## config.mk

```make
export PLATFORM = sky130hd
export DESIGN_NAME = seq_udiv
export DESIGN_NICKNAME = d
export VERILOG_FILES = /design/src/rtl/seq_udiv.sv
export SDC_FILE = /design/constraint.sdc
export NUM_CORES = 1
export LEC_CHECK = 0
export ABC_AREA = 1
export CAP_MARGIN = 40
export CORE_ASPECT_RATIO = 1.25
export CORE_MARGIN = 2
export CORE_UTILIZATION = 54
export CTS_BUF_LIST = sky130_fd_sc_hd__clkbuf_4 sky130_fd_sc_hd__clkbuf_8
export DETAILED_ROUTE_END_ITERATION = 8
export PLACE_DENSITY = 0.81
export SLEW_MARGIN = 20
export SYNTH_ARGS = -nofsm -noshare
export SYNTH_HDL_FRONTEND = slang
export SYNTH_SLANG_ARGS = --single-unit
```

## constraint.sdc

```tcl
create_clock -name clk -period 2.2 [get_ports clk]
set_clock_uncertainty 0.1 [all_clocks]
set_input_delay 0.66 -clock clk [delete_from_list [all_inputs] [get_ports clk]]
set_output_delay 0.66 -clock clk [all_outputs]
set_load 0.02 [all_outputs]
```

## src/rtl/seq_udiv.sv

```systemverilog
`default_nettype none
// ============================================================================
// Module   : seq_udiv
// Purpose  : Iterative unsigned restoring divider. Retires one quotient bit
//            per clock. Valid/ready handshakes on the operand and result
//            sides.
// Ports    : clk, rst      - clock, synchronous active-high reset
//            in_valid      - operand pair valid
//            in_ready      - block can accept an operand pair (IDLE, no rst)
//            dividend      - DW-bit unsigned dividend
//            divisor       - VW-bit unsigned divisor
//            out_valid     - result valid (registered)
//            out_ready     - consumer accepts the result
//            quotient      - DW-bit quotient
//            remainder     - VW-bit remainder
//            dbz           - divide-by-zero flag for the current result
// Revision : 1.0 - initial release
// ============================================================================
module seq_udiv #(
  parameter int DW = 8,   // dividend / quotient width (DW >= 2)
  parameter int VW = 4    // divisor / remainder width (VW <= DW)
) (
  input  logic          clk,
  input  logic          rst,
  input  logic          in_valid,
  output logic          in_ready,
  input  logic [DW-1:0] dividend,
  input  logic [VW-1:0] divisor,
  output logic          out_valid,
  input  logic          out_ready,
  output logic [DW-1:0] quotient,
  output logic [VW-1:0] remainder,
  output logic          dbz
);

  localparam int CW = (DW > 1) ? $clog2(DW) : 1;
  localparam logic [CW-1:0] LAST_STEP = CW'(DW - 1);

  localparam logic [1:0] S_IDLE = 2'd0;
  localparam logic [1:0] S_BUSY = 2'd1;
  localparam logic [1:0] S_DONE = 2'd2;

  logic [1:0]    state;
  logic [1:0]    state_next;

  // r_shift starts as the dividend; each step shifts one dividend bit out
  // of the MSB and one quotient bit into the LSB, so after DW steps it
  // holds the complete quotient.
  logic [DW-1:0] r_shift;
  logic [VW-1:0] r_dvs;
  logic [VW:0]   r_p;
  logic [CW-1:0] r_cnt;

  logic          w_accept;
  logic          w_last;
  logic [VW:0]   w_t;
  logic          w_ge;
  logic [VW:0]   w_p_next;
  logic [DW-1:0] w_q_next;

  // One restoring step: shift the next dividend bit into the partial
  // remainder and subtract the divisor if it fits.
  assign w_t      = (VW+1)'({r_p, r_shift[DW-1]});
  assign w_ge     = (w_t >= {1'b0, r_dvs});
  assign w_p_next = w_ge ? (w_t - {1'b0, r_dvs}) : w_t;
  assign w_q_next = {r_shift[DW-2:0], w_ge};
  assign w_last   = (r_cnt == LAST_STEP);

  // --------------------------------------------------------------------------
  // FSM: state register
  // --------------------------------------------------------------------------
  always_ff @(posedge clk) begin
    if (rst) begin
      state <= S_IDLE;
    end else begin
      state <= state_next;
    end
  end

  // --------------------------------------------------------------------------
  // FSM: next-state logic
  // --------------------------------------------------------------------------
  always_comb begin
    state_next = state;
    case (state)
      S_IDLE: begin
        if (w_accept) begin
          state_next = (divisor == '0) ? S_DONE : S_BUSY;
        end
      end
      S_BUSY: begin
        if (w_last) begin
          state_next = S_DONE;
        end
      end
      S_DONE: begin
        if (out_ready) begin
          state_next = S_IDLE;
        end
      end
      default: state_next = S_IDLE;
    endcase
  end

  // --------------------------------------------------------------------------
  // FSM: output logic (in_ready depends on state and rst only)
  // --------------------------------------------------------------------------
  always_comb begin
    in_ready = (state == S_IDLE) && !rst;
    w_accept = in_valid && in_ready;
  end

  // --------------------------------------------------------------------------
  // Datapath and registered outputs
  // --------------------------------------------------------------------------
  always_ff @(posedge clk) begin
    if (rst) begin
      r_shift   <= '0;
      r_dvs     <= '0;
      r_p       <= '0;
      r_cnt     <= '0;
      quotient  <= '0;
      remainder <= '0;
      dbz       <= 1'b0;
      out_valid <= 1'b0;
    end else begin
      case (state)
        S_IDLE: begin
          if (w_accept) begin
            r_shift <= dividend;
            r_dvs   <= divisor;
            r_p     <= '0;
            r_cnt   <= '0;
            // Zero divisor skips iteration: result is ready next cycle.
            if (divisor == '0) begin
              quotient  <= '1;
              remainder <= dividend[VW-1:0];
              dbz       <= 1'b1;
              out_valid <= 1'b1;
            end
          end
        end
        S_BUSY: begin
          r_p     <= w_p_next;
          r_shift <= w_q_next;
          r_cnt   <= r_cnt + CW'(1);
          if (w_last) begin
            quotient  <= w_q_next;
            // Final partial remainder is below the divisor, so it fits VW bits.
            remainder <= VW'(w_p_next);
            dbz       <= 1'b0;
            out_valid <= 1'b1;
          end
        end
        S_DONE: begin
          if (out_ready) begin
            out_valid <= 1'b0;
          end
        end
        default: begin
          out_valid <= 1'b0;
        end
      endcase
    end
  end

endmodule
`default_nettype wire

```

# ---- After elaboration in Yosys (flattened, before gate mapping)
# Cells that the tools add are included.
dict set report op_classes {
  add_sub_neg 2
  multipliers 0
  div 0
  magnitude_cmp 1
  eq_ne 7
  shift 0
  n_mux 27
  bitwise_logic 0
  reduce_logical 11
}
# op count
set op_table {}
lappend op_table {{8-bit 2-to-1 mux} 4}
lappend op_table {{8-bit one-hot mux with 2 select lines} 2}
lappend op_table {{4-bit 2-to-1 mux} 5}
lappend op_table {{4-bit one-hot mux with 2 select lines} 2}
lappend op_table {{2-bit 2-to-1 mux} 4}
lappend op_table {{4-bit AND reduction} 2}
lappend op_table {{2-bit inequality test, second input constant} 3}
lappend op_table {{2-bit one-hot mux with 3 select lines} 1}
lappend op_table {{3-bit one-hot mux with 2 select lines} 1}
lappend op_table {{5-bit by 4-bit greater-or-equal comparator with 1-bit output} 1}
lappend op_table {{1-bit 2-to-1 mux} 5}
lappend op_table {{4-bit zero test} 1}
lappend op_table {{2-bit AND reduction} 2}
lappend op_table {{4-bit subtractor} 1}
lappend op_table {{3-bit by 1-bit adder with 3-bit output, second input constant} 1}
lappend op_table {{3-bit == test, second input constant} 1}
lappend op_table {{3-bit 2-to-1 mux} 1}
lappend op_table {{1-bit one-hot mux with 3 select lines} 1}
lappend op_table {{3-bit AND reduction} 1}
lappend op_table {{2-bit by 1-bit == test with 1-bit output, second input constant} 1}
lappend op_table {{2-bit == test, second input constant} 1}
lappend op_table {{1-bit logical AND} 2}
lappend op_table {{2-bit zero test} 1}
lappend op_table {{2-bit by 1-bit inequality test with 1-bit output, second input constant} 1}
lappend op_table {{3 further kinds} 3}
dict set report word_totals {
  reg_bits 35
  latch_bits 0
  ramBits 0
  mem_bits_ro 0
  in_bits 16
  wordCells 57
  memories 0
}

# ---- Longest topological paths before layout
dict set report logic_depth {
  ltp_word 5
  depth_mapped 12
  ltp_nobuf 12
}

# ---- Worst setup path before layout
# No wires, ideal clock.
dict set report synth_timing {
  kind {register -> register}
  startpoint {register r_dvs[2]}
  endpoint {register remainder[2]}
  setup_time_ns 0.109
  arrival_time_ns 1.428
  required_time_ns 1.991
  setup_slack_ns 0.562
  stages_incl_launch_ff 11
  path_buffers 0
  period_less_slack_ns 1.638
  cell_sequence {dfxtp_1 inv_1 ha_1 a21oi_1 nand2_1 nand2_1 nand2_1 nand3_1 nand3_1 nand2_1 inv_1}
}
dict set report synth_between {
  elab_chain_cells 4
  word_cells_on_any_way 5
  cone_classes {add/sub (1); order compare (1); mux (3)}
}
# element line
set synth_rtl {}
lappend synth_rtl {{start: declaration} 50} ;# logic [VW-1:0] r_dvs;
lappend synth_rtl {{start signal: assignment} 131} ;# r_dvs <= divisor;
lappend synth_rtl {{4-bit subtractor / 5-bit by 4-bit greater-or-equal comparator with 1-bit output (equally long branches)} {65, 64}}
lappend synth_rtl {{4-bit 2-to-1 mux (*)} 65} ;# assign w_p_next = w_ge ? (w_t - {1'b0, r_dvs}) : w_t;
lappend synth_rtl {{4-bit 2-to-1 mux (*)} 147} ;# if (w_last) begin
lappend synth_rtl {{4-bit one-hot mux with 2 select lines (*)} 127} ;# case (state)
lappend synth_rtl {{end signal: assignment} 137} ;# remainder <= dividend[VW-1:0];
lappend synth_rtl {{end signal: assignment} 150} ;# remainder <= VW'(w_p_next);
lappend synth_rtl {{end: declaration} 32} ;# output logic [VW-1:0] remainder,
# Mark *: on every way between the ends. The rest lies on a longest branch, timed or not. The select of a mux whose other input is x is not followed.
# A chain may end at the register's enable or synchronous reset.

# ---- Worst setup path in the final report
dict set report layout_timing {
  startpoint {input rst}
  endpoint {output in_ready}
}
dict set report layout_between {
  elab_chain_cells 2
}
# element line
set layout_rtl {}
lappend layout_rtl {{start: declaration} 24} ;# input logic rst,
lappend layout_rtl {{1-bit zero test} 109} ;# in_ready = (state == S_IDLE) && !rst;
lappend layout_rtl {{1-bit logical AND} 109}
lappend layout_rtl {{end: declaration} 26} ;# output logic in_ready,
# Every way passes these cells.

==> flow_summary.toml <==
[outcome]
outcome = "finished clean"

[drt]
num_vias = 1593
ant_nets = 0
drc_errors = 0
wire_per_inst_um = 12.1
wirelength_mm = 3.71
viasPerCell = 5.19
drt_first_pass_iters = 4
drtIter0Drc = 42

[placement]
dpl.hpwl_mm = 2.71
placed_area_mm2 = 0.00212
pre_cts_ws_ns = -0.408
place.gp.congestion = 0.807
io_buffers = 30

[final_layout]
fillers = 278
drive_above_1_share = 0.144
syn2layout_area_growth_pct = 24.4
multiInputGateArea_um2 = 868
fin_area_mm2 = 0.00221
register_area_um2 = 701
nets = 293
diodes = 0

[synthesis]
post_synth.cell_area_avg_um2 = 7.61
ys_seq_area_frac = 0.395
syn_inst = 233
ys_seq_elements = 35
yosys_warnings = 0
ys_types = 31
syn_area_mm2 = 0.00177
synth_fp_nets = 256

[clocking]
insertion_delay_ns = 0.29
clock-root-buffer = "clkbuf_8"
clkSinkCount = 35
cts-buffers-inserted = 5
clockBufferDepth = 2
htree_levels = 2
clk_pin_slew_ns = 0.07
cts_tree = "yes"

[worst_setup_path]
path_depth = 3
cp_slowest_cell = "clkdlybuf4s50_1"
startpoint_type = "input port"
critical_path_class = "input port to output port"
cp-end-kind = "output port"
crit_buf_inv = 2
required_ns = 1.44
cp_data_arrival_time_ns = 1.39
cp_top_family = "buffers and inverters"
r2r_slack_ns = 0.34
slowest_delay_ns = 0.46
r2r.worst_path.cells = 10
crit_path_cell_trace = "clkdlybuf4s50_1 > nor2_4 > buf_4"
worstPathMaxFanout = 2

[timing]
maxSlewViolCount = 0
layout_setup_ws_ns = 0.0534
fmax_mhz = 466
timing.hold.ws_ns = 0.362
relSlewSlack = 0.738
post-route-period-util = 0.976
hold_viol = 0
setup_violations = 0
period_needed_ns = 2.15
worstMarginPinSlew_ns = 0.393
rsz0062_at_grt = "false"

[pwr]
p_leak_uw = 0.000988
power_density_mw_per_mm2 = 767
p_switching_uw = 549
power.internal_uw = 1140
clock_power_share = 0.277
irDropWorstVdd_uv = 584
combPwrFrac = 0.289
pwr-share-seq = 0.434
swShare = 0.324

[grt]
grt_use_total = 0.222
grt_pass1_wl_mm = 6.51
grt_antenna_before_repair = 0
grt_pass1_vias = 1560
grt.overflow.total = 0
grt_max_degree = 24

[floorplanning]
start_util = 0.560
die_w_um = 55.3
die_area_mm2 = 0.00376
die_h_um = 68.1
row_count = 23
ios = 31
core-area_mm2 = 0.00317

[flow_run]
drv_cap = 0

[hold_path]
min_path_cells = 2
hold_class = "flop to flop"
[final cells by class]
type,instances,share of cell area
Multi-Input combinational cell,152,0.394
Sequential cell,35,0.318
Timing Repair Buffer,38,0.162
Inverter,38,0.0658
Clock buffer,6,0.0374
Tap cell,37,0.0210
Clock inverter,1,0.00227
[tightest hold or removal path: cells and delay by family (launching register included)]
family	cells	cell delay (ns)
and+or+nand+nor	1	0.06
DFF	1	0.31
AOI/OAI and AO/OA	1	0.05
[metal layers]
metal / vias to the layer above / wire length [um] / share of wire / GRT usage
li1: 837 / - / - / -
met5: - / 0 / 0 / 0
met2: 25 / 1930 / 0.52 / 0.414
met3: 5 / 119 / 0.032 / 0.0510
met4: 0 / 64 / 0.017 / 0.101
met1: 726 / 1590 / 0.43 / 0.242
[power groups by stage]
| stage | combinational (uW) | sequential [uW] | clock [uW] |
|---|---|---|---|
| 5_1_grt | 547 | 742 | 497 |
| 3_5_place_dp | 490 | 748 | 0 |
| 2_1_floorplan | 313 | 770 | 0 |
| 4_1_cts | 491 | 735 | 476 |
| 3_3_place_gp | 483 | 746 | 0 |
| 6_report | 490 | 734 | 468 |
[sequential cells by signal, summed over array words and instances (netlist names), 2 cells and up]
signal	flops
r_dvs	4
r_p	4
r_cnt	3
r_shift	8
remainder	4
quotient	8
state	2
[logic make-up (layout without fill, tap and decap cells)]
family          Yosys count  after routing  share of synthesized area
simple gates             97             97                      0.266
compound gates           47             47                      0.165
buf+inv                  46             83                      0.115
flops                    35             35                      0.395
fa+ha+maj                 7              7                     0.0536
xor+xnor                  1              1                    0.00494
[cell usage in the layout, fill, tap and decap left out, drive strengths merged, types with 3 or more instances in the layout]
cell / count
o211ai: 4
inv: 38
a21oi: 28
clkbuf: 6
a31oi: 3
nand4: 5
nand3: 21
nand2: 50
ha: 6
o21ai: 10
nor2: 10
buf: 9
clkdlybuf4s50: 29
nor3: 7
or2: 4
dfxtp: 35
[final timing paths]
path / startpoint / endpoint
max reg2reg: r_dvs[2]$_SDFFE_PP0P_ / r_p[2]$_SDFFE_PP0P_
min: quotient[4]$_SDFFE_PP0P_ / quotient[4]$_SDFFE_PP0P_
max: rst / in_ready
min reg2reg: quotient[4]$_SDFFE_PP0P_ / quotient[4]$_SDFFE_PP0P_
[what timing repair did]
| item | 4_1_cts | 5_1_grt |
|---|---|---|
| endpoints found under the setup margin | 1 | 1 |
| resized for setup | 4 | 1 |
| hold buffers | 0 | 0 |
| setup buffers | 0 | 0 |
[cells in the mapped netlist (all sizes together)]
cell type / number / area share
dfxtp: 35 / 0.40
o211ai: 4 / 0.028
o21ai: 10 / 0.030
a211oi: 1 / 0.0042
nor3: 7 / 0.020
nand3: 21 / 0.059
xnor2: 1 / 0.0049
inv: 38 / 0.082
ha: 6 / 0.042
a21oi: 28 / 0.088
a31oi: 3 / 0.011
o21bai: 1 / 0.0042
buf: 6 / 0.029
or2: 4 / 0.014
nor2: 10 / 0.031
nand2: 50 / 0.12
nand4: 5 / 0.018
clkbuf: 2 / 0.0042
fa: 1 / 0.011
[through the flow]
stage / util / power, uW / setup TNS [ns] / std cells
finish: 0.697 / 1690 / 0 / 307
global route: 0.697 / 1790 / 0 / 307
CTS: 0.696 / 1700 / 0 / 307
detailed placement: 0.670 / 1240 / -2.18 / 300
global placement: 0.670 / 1230 / -1.88 / 300
floorplan: - / 1080 / 0 / 233
(Power assumes the default switching activity.)
